`src/rtl/sim_run_ctrl.sv`:
```
// Run controller for a processor under simulation: holds it in reset, lets it run
// until a halt instruction retires or a cycle limit expires, then drains and reports.
module sim_run_ctrl #(
    parameter int                  OPCODE_W       = 6,
    parameter logic [OPCODE_W-1:0] HALT_OPCODE    = 6'h11,
    parameter int unsigned         RESET_CYCLES   = 2,
    parameter int unsigned         DRAIN_CYCLES   = 4,
    parameter int unsigned         TIMEOUT_CYCLES = 100000,
    parameter int                  CNT_W          = 32
) (
    input  logic                clk,
    input  logic                reset,
    input  logic                start,
    input  logic                wb_valid,
    input  logic [OPCODE_W-1:0] wb_opcode,
    output logic                cpu_reset,
    output logic                done,
    output logic                halted,
    output logic                timed_out,
    output logic [CNT_W-1:0]    cycle_count,
    output logic [CNT_W-1:0]    retired_count,
    output logic [2:0]          state
);

    localparam logic [2:0] S_IDLE       = 3'd0;
    localparam logic [2:0] S_RESET_HOLD = 3'd1;
    localparam logic [2:0] S_RUN        = 3'd2;
    localparam logic [2:0] S_DRAIN      = 3'd3;
    localparam logic [2:0] S_DONE       = 3'd4;

    localparam logic [31:0] HOLD_LAST  = 32'(RESET_CYCLES - 1);
    localparam logic [31:0] DRAIN_LAST = (DRAIN_CYCLES == 0) ? 32'd0 : 32'(DRAIN_CYCLES - 1);
    localparam logic [63:0] TIMEOUT_LAST = (TIMEOUT_CYCLES == 0) ? 64'd0 : 64'(TIMEOUT_CYCLES) - 64'd1;

    logic [2:0]       state_reg, state_next;
    logic [31:0]      phase_reg, phase_next;
    logic [CNT_W-1:0] cycle_reg, cycle_next;
    logic [CNT_W-1:0] retired_reg, retired_next;
    logic             halted_reg, halted_next;
    logic             timed_reg, timed_next;
    logic             done_reg, done_next;
    logic             cpu_reset_reg, cpu_reset_next;

    logic halt_hit;
    logic timeout_hit;
    logic start_run;

    assign halt_hit    = wb_valid && (wb_opcode == HALT_OPCODE);
    assign timeout_hit = (TIMEOUT_CYCLES != 0) && (64'(cycle_reg) == TIMEOUT_LAST);
    assign start_run   = start && ((state_reg == S_IDLE) || (state_reg == S_DONE));

    always_ff @(posedge clk) begin
        if (reset) begin
            state_reg     <= S_IDLE;
            phase_reg     <= 32'd0;
            cycle_reg     <= '0;
            retired_reg   <= '0;
            halted_reg    <= 1'b0;
            timed_reg     <= 1'b0;
            done_reg      <= 1'b0;
            cpu_reset_reg <= 1'b1;
        end else begin
            state_reg     <= state_next;
            phase_reg     <= phase_next;
            cycle_reg     <= cycle_next;
            retired_reg   <= retired_next;
            halted_reg    <= halted_next;
            timed_reg     <= timed_next;
            done_reg      <= done_next;
            cpu_reset_reg <= cpu_reset_next;
        end
    end

    always_comb begin
        state_next = state_reg;
        case (state_reg)
            S_IDLE, S_DONE: begin
                if (start) state_next = S_RESET_HOLD;
            end
            S_RESET_HOLD: begin
                if (phase_reg == HOLD_LAST) state_next = S_RUN;
            end
            S_RUN: begin
                // a halt retiring on the timeout cycle still counts as a halt
                if (halt_hit)         state_next = (DRAIN_CYCLES == 0) ? S_DONE : S_DRAIN;
                else if (timeout_hit) state_next = S_DONE;
            end
            S_DRAIN: begin
                if (phase_reg == DRAIN_LAST) state_next = S_DONE;
            end
            default: state_next = S_IDLE;
        endcase
    end

    always_comb begin
        phase_next   = phase_reg;
        cycle_next   = cycle_reg;
        retired_next = retired_reg;
        halted_next  = halted_reg;
        timed_next   = timed_reg;

        if (state_next != state_reg) begin
            phase_next = 32'd0;
        end else if ((state_reg == S_RESET_HOLD) || (state_reg == S_DRAIN)) begin
            phase_next = phase_reg + 32'd1;
        end

        if (start_run) begin
            cycle_next   = '0;
            retired_next = '0;
            halted_next  = 1'b0;
            timed_next   = 1'b0;
        end else if (state_reg == S_RUN) begin
            if (cycle_reg != {CNT_W{1'b1}}) cycle_next = cycle_reg + CNT_W'(1);
            if (wb_valid && (retired_reg != {CNT_W{1'b1}})) retired_next = retired_reg + CNT_W'(1);
            halted_next = halt_hit;
            timed_next  = !halt_hit && timeout_hit;
        end

        done_next      = (state_next == S_DONE);
        cpu_reset_next = (state_next == S_IDLE) || (state_next == S_RESET_HOLD);
    end

    assign state         = state_reg;
    assign cpu_reset     = cpu_reset_reg;
    assign done          = done_reg;
    assign halted        = halted_reg;
    assign timed_out     = timed_reg;
    assign cycle_count   = cycle_reg;
    assign retired_count = retired_reg;

endmodule

```
`config.mk`:
```
export PLATFORM = sky130hd
export DESIGN_NAME = sim_run_ctrl
export DESIGN_NICKNAME = d
export VERILOG_FILES = /design/src/rtl/sim_run_ctrl.sv
export SDC_FILE = /design/constraint.sdc
export NUM_CORES = 1
export LEC_CHECK = 0
export CORE_MARGIN = 8
export CORE_UTILIZATION = 50
export DETAILED_ROUTE_END_ITERATION = 8
export PLACE_DENSITY = 0.75
export SETUP_SLACK_MARGIN = 0.05
export SYNTH_ARGS = -nofsm -noshare
export SYNTH_HDL_FRONTEND = slang
export SYNTH_SLANG_ARGS = --single-unit
```
`constraint.sdc`:
```
create_clock -name clk -period 4.85 [get_ports clk]
set_clock_uncertainty 0.05 [all_clocks]
set_input_delay 0.97 -clock clk [delete_from_list [all_inputs] [get_ports clk]]
set_output_delay 0.97 -clock clk [all_outputs]
set_load 0.01 [all_outputs]
```
==> metrics, run 1 <==
detailed-route vias per instance 6.05; clk root buf clkbuf_8; Post-synth EDFFs 0; Req. time, crit path 5.09 ns; final hold violation count 0; cts hold-fix bufs 0; Layout Cells excl Fill 827; GRT Residual Overflow 0; CP Launch Type flip-flop; Synth Register Bits 103; Synth warnings 0; drt wl/cell 16.3 um; layout cell share with drive strength beyond 1 3.76%; Pwr Density 242 nW/um2; Final min period 2.95 ns; P_int 1.16 mW; critical path arrival 3.18 ns; Synth Instances 626; Synthesized Nets 640; top fanout value on the critical path 17; initial antenna violation count 0; largest net degree at the start of global routing 62; worst-margin pin slew 1.16 ns; fillers 919; full die area 13,800 um2; DRT iter0 DRCs 306; Final TNS setup 0 ns; Core ar. 10,200 um2; drt pass-1 iters 5; final net count 700; RSZ-0062 raised after global routing false; drc violations 0; sequential power share 56.8%; post-CTS setup buffers 0; Diodes inserted 0; CTS resizes 0; Die H 117 um; Fmax 339 MHz; Leakage 1.93 nW; first-pass GRT wire length 22,400 um; Most used DFF post-synth dfxtp_1; Finish-stage setup viols 0; period utilisation layout 60.8%; final WL 13,500 um; routed via count 5,000; Switch Pwr 0.342 mW; Avg Cell Area, Syn 8.23 um2; CTS tree built; kind of critical path reg -> reg; multi-input logic area 2900 um2; Max clock buf depth 2; register area share after synthesis 40.0%; GR Util All Layers 19.0%; sw frac 22.8%; Ports 81; maximum VDD drop 0.133 mV; port bufs 80; die width 117 um; share of total power in the clock network 38.6%; Reg clk slew, reported paths 0.09 ns; dpl hpwl 9520 um; H-tree depth 3; CP endpoint kind flip-flop; RePlAce Congestion 0.863; Final Max Slew Viols 0; Area Overhead vs Synth 20.6%; maxcap violations 0; Seq. cell area 2060 um2; vias in the first global route 4,754; CTS buffer count 9; Comb power frac 4.6%; Worst-Skew Late Latency 0.37 ns; synthesized area 5150 um2; worst hold path class reg -> reg; max-slew headroom at the worst pin 22.8%; ys async rst share 0%; number of placement rows 37; status complete, no violations; Placed Cells 811; Clock Sinks 103; Yosys cell types 52; Post-DRT Antenna Nets 0; Initial Utilization 50.6%
[layer usage]
| layer | vias to the layer above | GRT usage (%) | part of all wire (%) |
|---|---|---|---|
| met5 | - | 0 | 0 |
| met3 | 20 | 5.32 | 6.8 |
| met4 | 0 | 6.89 | 1.4 |
| met2 | 145 | 32.6 | 49 |
| li1 | 2425 | - | - |
| met1 | 2410 | 22.2 | 42 |
[cell usage after synthesis (4+ instances only)]
master     count  share of area [%]
o31ai_1        4               0.58
xnor2_1       16                2.7
a21oi_1       40                3.9
nor4_1        18                2.2
nand2b_1       4               0.49
and3_1        10                1.2
a2111oi_0      5               0.85
ha_1           4               0.97
or3_1         29                3.5
dfxtp_1      103                 40
and4_1        16                2.7
nor2_1        63                4.6
a31oi_1        4               0.49
nand3_1       37                3.6
xor2_1        32                5.4
and2_1         9                1.1
or4_1         17                2.5
clkbuf_1      28                2.0
nand2_1       48                3.5
nand4_1       36                4.4
a211oi_1       6               0.87
o21ai_0       33                3.2
nor3_1         6               0.58
o211ai_1       6               0.87
inv_1         11               0.80
[cell usage in the layout (no fill, tap or decap), types with 5 or more instances in the layout]
cell,n
a2111oi_0,5
a211oi_1,6
a21oi_1,40
and2_1,9
and3_1,10
and4_1,16
clkbuf_8,9
clkdlybuf4s50_1,80
dfxtp_1,103
inv_1,11
nand2_1,48
nand3_1,37
nand4_1,36
nor2_1,63
nor3_1,6
nor4_1,18
o211ai_1,6
o21ai_0,33
or3_1,29
or4_1,17
xnor2_1,16
xor2_1,32
[power groups by stage]
stage / sequential, mW / combinational, mW / clock, mW
floorplan: 0.871 / 0.0482 / 0
global placement: 0.873 / 0.0672 / 0
detailed placement: 0.874 / 0.0693 / 0
CTS: 0.854 / 0.0693 / 0.594
global route: 0.855 / 0.0762 / 0.630
finish: 0.854 / 0.0695 / 0.580
[worst max-delay path, stage by stage, from the launching register on]
cell	delay (ns)
dfxtp_1	0.52
nand4_1	0.32
or4_1	0.75
o31ai_2	0.87
o21ai_0	0.21
a21oi_1	0.15
[layout make-up]
type / instances / share of cell area, %
clock buffer: 10 / 2.05
inverter: 11 / 0.665
sequential: 103 / 33.2
tap: 136 / 2.74
clock inverter: 6 / 1.37
timing repair buffer: 83 / 13.3
multi-input combinational: 478 / 46.7
[kinds of logic (layout without fill, tap and decap cells)]
logic type | after synthesis | count (layout) | share of synthesized area [%]
AOI/OAI and AO/OA | 114 | 114 | 13.5
xor gates and xnor gates | 48 | 48 | 8.16
DFF | 103 | 103 | 40.0
and+or+nand+nor | 309 | 309 | 32.9
buffers and inverters | 45 | 110 | 3.79
adders and majority gates | 4 | 4 | 0.972
muxes | 3 | 3 | 0.583
[path summary, 6_finish.rpt]
check | startpoint | end | slack (ns) | cells after the start
setup / recovery | cycle_count[12]$_SDFFE_PP0P_ | cycle_count[10]$_SDFFE_PP0P_ | 1.90 | 5
hold / removal | timed_out$_SDFFE_PP0P_ | timed_out$_SDFFE_PP0P_ | 0.41 | 2
setup reg to reg | cycle_count[12]$_SDFFE_PP0P_ | cycle_count[10]$_SDFFE_PP0P_ | 1.90 | 5
hold reg to reg | timed_out$_SDFFE_PP0P_ | timed_out$_SDFFE_PP0P_ | 0.41 | 2
[stage by stage]
stage | hold slack [ns] | worst slack, ns | utilization (%) | area [um2] | total power, mW
2_1_floorplan | 0.429 | 2.28 | - | 5150 | 0.919
3_3_place_gp | 0.397 | 1.60 | 58.9 | 6000 | 0.940
3_5_place_dp | 0.403 | 1.55 | 58.9 | 6000 | 0.943
4_1_cts | 0.416 | 1.90 | 61.0 | 6210 | 1.52
5_1_grt | 0.453 | 1.64 | 61.0 | 6210 | 1.56
6_report | 0.411 | 1.90 | 61.0 | 6210 | 1.50
Power figures use the tool's default switching activity.
==> run 2: changes to the inputs <==
clock period = 2.85 ns   (was 4.85 ns; I/O delays follow)
==> metrics, run 2 (same netlist as run 1, synthesis figures left out) <==
status complete, no violations; Req. time, crit path 3.07 ns; post-CTS setup buffers 0; worst hold path class reg -> reg; Diodes inserted 0; detailed-route vias per instance 6.02; port bufs 80; CTS resizes 0; GRT Residual Overflow 0; Worst-Skew Late Latency 0.38 ns; kind of critical path reg -> reg; Reg clk slew, reported paths 0.10 ns; Clock Sinks 103; Core ar. 10,200 um2; die width 117 um; layout cell share with drive strength beyond 1 6.07%; Final TNS setup 0 ns; drc violations 0; CP Launch Type flip-flop; Post-DRT Antenna Nets 0; period utilisation layout 87.5%; drt wl/cell 16.0 um; CP cell instances ha_1, nand4_1, or4_1, a2111oi_0, xnor2_1, nor2_1; first-pass GRT wire length 22,700 um; CP endpoint kind flip-flop; Final WS setup 0.355 ns; dpl hpwl 9750 um; Max clock buf depth 2; maxcap violations 0; GR Util All Layers 19.3%; Max stage delay cell, worst path or4_1; Largest stage delay, worst path 0.62 ns; RSZ-0062 raised after global routing false; Area Overhead vs Synth 23.2%; maximum VDD drop 0.296 mV; Die H 117 um; final net count 717; Pwr Density 410 nW/um2; Finished Cell Area 6350 um2; CTS buffer count 9; Finish-stage setup viols 0; CTS tree built; Area after DPL 6130 um2; worst-margin pin slew 0.667 ns; largest net degree at the start of global routing 35; critical path arrival 2.71 ns; RePlAce Congestion 0.830; clk root buf clkbuf_8; Largest delay share family, worst path simple AND/OR/NAND/NOR gates; max-slew headroom at the worst pin 55.5%; drt pass-1 iters 5; cts hold-fix bufs 0; most frequent cells in the layout dfxtp_1 (103), clkdlybuf4s50_1 (80), nor2_1 (63); Ports 81; pre-CTS WS 0.0572 ns; Fmax 401 MHz; final WL 13,500 um; final hold violation count 0; Initial Utilization 50.6%; DRT iter0 DRCs 264; Final min period 2.49 ns; full die area 13,800 um2; Leakage 2.02 nW; routed via count 5,085; Final Max Slew Viols 0; most common cell after layout, fill and taps aside dfxtp_1; number of placement rows 37; top fanout value on the critical path 5; H-tree depth 3; Buf/Inv on CP 0; vias in the first global route 4,719; initial antenna violation count 0
[run 2: cell count changes in the layout (fill, tap and decap cells not counted), sizes merged]
cell	before	now
buf	3	20
inv	11	13
clkinv	2	0
[run 2: layer usage]
layer | GRT usage (%) | vias up | part of all wire [%]
met3 | 6.14 | 14 | 7.3
met5 | 0 | - | 0
met4 | 6.33 | 0 | 1.4
li1 | - | 2464 | -
met2 | 32.1 | 164 | 49
met1 | 23.0 | 2443 | 42
[run 2: final timing paths]
| kind | cells past startpoint | startpoint | to | slack [ns] |
|---|---|---|---|---|
| max | 6 | cycle_count[0]$_SDFFE_PP0P_ | cycle_count[18]$_SDFFE_PP0P_ | 0.36 |
| min | 2 | halted$_SDFFE_PP0P_ | halted$_SDFFE_PP0P_ | 0.42 |
| max reg2reg | 6 | cycle_count[0]$_SDFFE_PP0P_ | cycle_count[18]$_SDFFE_PP0P_ | 0.36 |
| min reg2reg | 2 | halted$_SDFFE_PP0P_ | halted$_SDFFE_PP0P_ | 0.42 |
[run 2: cell type report]
| cell class | instances | area, um2 |
|---|---|---|
| fill | 921 | 3840 |
| multi-input combinational | 478 | 2900 |
| sequential | 103 | 2060 |
| timing repair buffer | 100 | 951 |
| tap | 136 | 170 |
| clock buffer | 10 | 128 |
| clock inverter | 6 | 92.6 |
| inverter | 11 | 41.3 |
[run 2: where the power goes]
part | total, mW | switching [mW] | internal, mW | leakage, nW
clock | 1.02 | 0.516 | 0.501 | 0.104
combinational | 0.133 | 0.0836 | 0.0492 | 1.08
sequential | 1.45 | 0.00512 | 1.44 | 0.830
[run 2: metrics by stage]
step / std cells / total power, mW / hold WS, ns / util, %
floorplan: 626 / 1.56 / 0.429 / -
global placement: 828 / 1.61 / 0.404 / 60.1
detailed placement: 828 / 1.62 / 0.416 / 60.1
CTS: 844 / 2.63 / 0.430 / 62.3
global route: 844 / 2.70 / 0.448 / 62.3
finish: 844 / 2.60 / 0.422 / 62.3
[run 2: worst reg2reg max path: stages, from the launching register on]
cell and delay, ns:
dfxtp_1 0.46, ha_1 0.26, nand4_1 0.18, or4_1 0.62
a2111oi_0 0.59, xnor2_1 0.18, nor2_1 0.05
==> run 3: changes to the inputs <==
PLACE_DENSITY = 0.86   (was 0.75)
==> metrics, run 3 (same netlist as run 1, synthesis figures left out) <==
status complete, no violations; Placed Cells 825; die width 117 um; H-tree depth 3; maxcap violations 0; vias in the first global route 4,868; largest net degree at the start of global routing 38; CP endpoint kind flip-flop; Pwr Density 432 nW/um2; GR Util All Layers 19.3%; Max clock buf depth 2; Final TNS setup 0 ns; DRT iter0 DRCs 340; dpl hpwl 9880 um; top fanout value on the critical path 11; drt pass-1 iters 5; Ports 81; kind of critical path reg -> reg; Worst-Skew Late Latency 0.36 ns; drt wl/cell 16.3 um; Worst R2R End cycle_count[21]$_SDFFE_PP0P_; layout cell share with drive strength beyond 1 5.54%; FF-to-FF path depth 5; Die H 117 um; max-slew headroom at the worst pin 54.5%; Fmax 400 MHz; Crit Reg-Reg Startpoint state[2]$_SDFF_PP0_; CP Launch Type flip-flop; port bufs 80; met3 Use GR 5.47%; worst-margin pin slew 0.683 ns; Req. time, crit path 3.10 ns; CTS tree built; final hold violation count 0; full die area 13,800 um2; initial antenna violation count 0; GRT Residual Overflow 0; Initial Utilization 50.6%; Final Max Slew Viols 0; Top Usage Layer GRT met2; most common cell after layout, fill and taps aside dfxtp_1; first-pass GRT wire length 22,900 um; Post-DRT Antenna Nets 0; maximum VDD drop 0.289 mV; Clock Sinks 103; CTS resizes 0; Leakage 2.03 nW; Diodes inserted 0; cts hold-fix bufs 0; detailed-route vias per instance 6.12; most frequent cells in the layout dfxtp_1 (103), clkdlybuf4s50_1 (80), nor2_1 (63); post-CTS setup buffers 0; Reg clk slew, reported paths 0.10 ns; clk root buf clkbuf_8; flop2flop setup slack 0.35 ns; Final min period 2.50 ns; critical path arrival 2.75 ns; crit path launch state[2]$_SDFF_PP0_; RSZ-0062 raised after global routing false; grt met2 use 33.2%; Core ar. 10,200 um2; routed via count 5,139; drc violations 0; period utilisation layout 87.8%; worst hold path class reg -> reg; Area Overhead vs Synth 23.7%; final WL 13,700 um; Layout Cells excl Fill 840; CTS buffer count 9; number of placement rows 37; final net count 714; Setup crit end cycle_count[21]$_SDFFE_PP0P_; Finish-stage setup viols 0; GR Util met1 22.3%; RePlAce Congestion 0.907
==> run 3: worst min path at each step <==
stage | startpoint | end | slack, ns | cells after the start
after floorplan | phase_reg[31]$_SDFFE_PP0P_ | phase_reg[31]$_SDFFE_PP0P_ | 0.43 | 2
after global placement | halted$_SDFFE_PP0P_ | halted$_SDFFE_PP0P_ | 0.40 | 2
after detailed placement | halted$_SDFFE_PP0P_ | halted$_SDFFE_PP0P_ | 0.40 | 2
after CTS | halted$_SDFFE_PP0P_ | halted$_SDFFE_PP0P_ | 0.41 | 2
after global routing | halted$_SDFFE_PP0P_ | halted$_SDFFE_PP0P_ | 0.43 | 2
final | halted$_SDFFE_PP0P_ | halted$_SDFFE_PP0P_ | 0.41 | 2
==> run 3: power breakdown <==
part	leakage, nW	internal [mW]	total (mW)	switching [mW]
clock network	0.127	0.671	1.17	0.499
registers	0.830	1.44	1.45	0.00484
logic	1.08	0.0501	0.136	0.0863
==> run 3: worst max-delay path, stage by stage (launching register included) <==
cell	delay, ns
dfxtp_1	0.32
or3b_4	0.44
or4_4	0.62
a311o_1	0.48
or3_1	0.38
a21oi_1	0.14
==> run 3: routing by layer <==
metal	up-vias	wire (um)
met3	31	1080
li1	2458	-
met1	2436	5640
met4	0	217
met5	-	0
met2	214	6770
==> run 3: cell type report <==
type                    count  area [um2]
fillers                   837        3810
clock inverters             5         129
clock buffers              10         128
inverters                  11        41.3
repair buffers             97         941
flip-flops and latches    103        2060
well taps                 136         170
multi-input cells         478        2900
==> run 3: per-stage QoR <==
stage          instance area, um2  worst slack [ns]  power [mW]  util, %  hold slack (ns)
5_1_grt                      6370             0.181        2.84     62.6            0.430
3_3_place_gp                 6120             0.103        1.61     60.0            0.396
4_1_cts                      6370             0.343        2.77     62.6            0.411
6_report                     6370             0.348        2.76     62.6            0.407
3_5_place_dp                 6120            0.0346        1.62     60.0            0.398
2_1_floorplan                5150             0.275        1.56        -            0.429
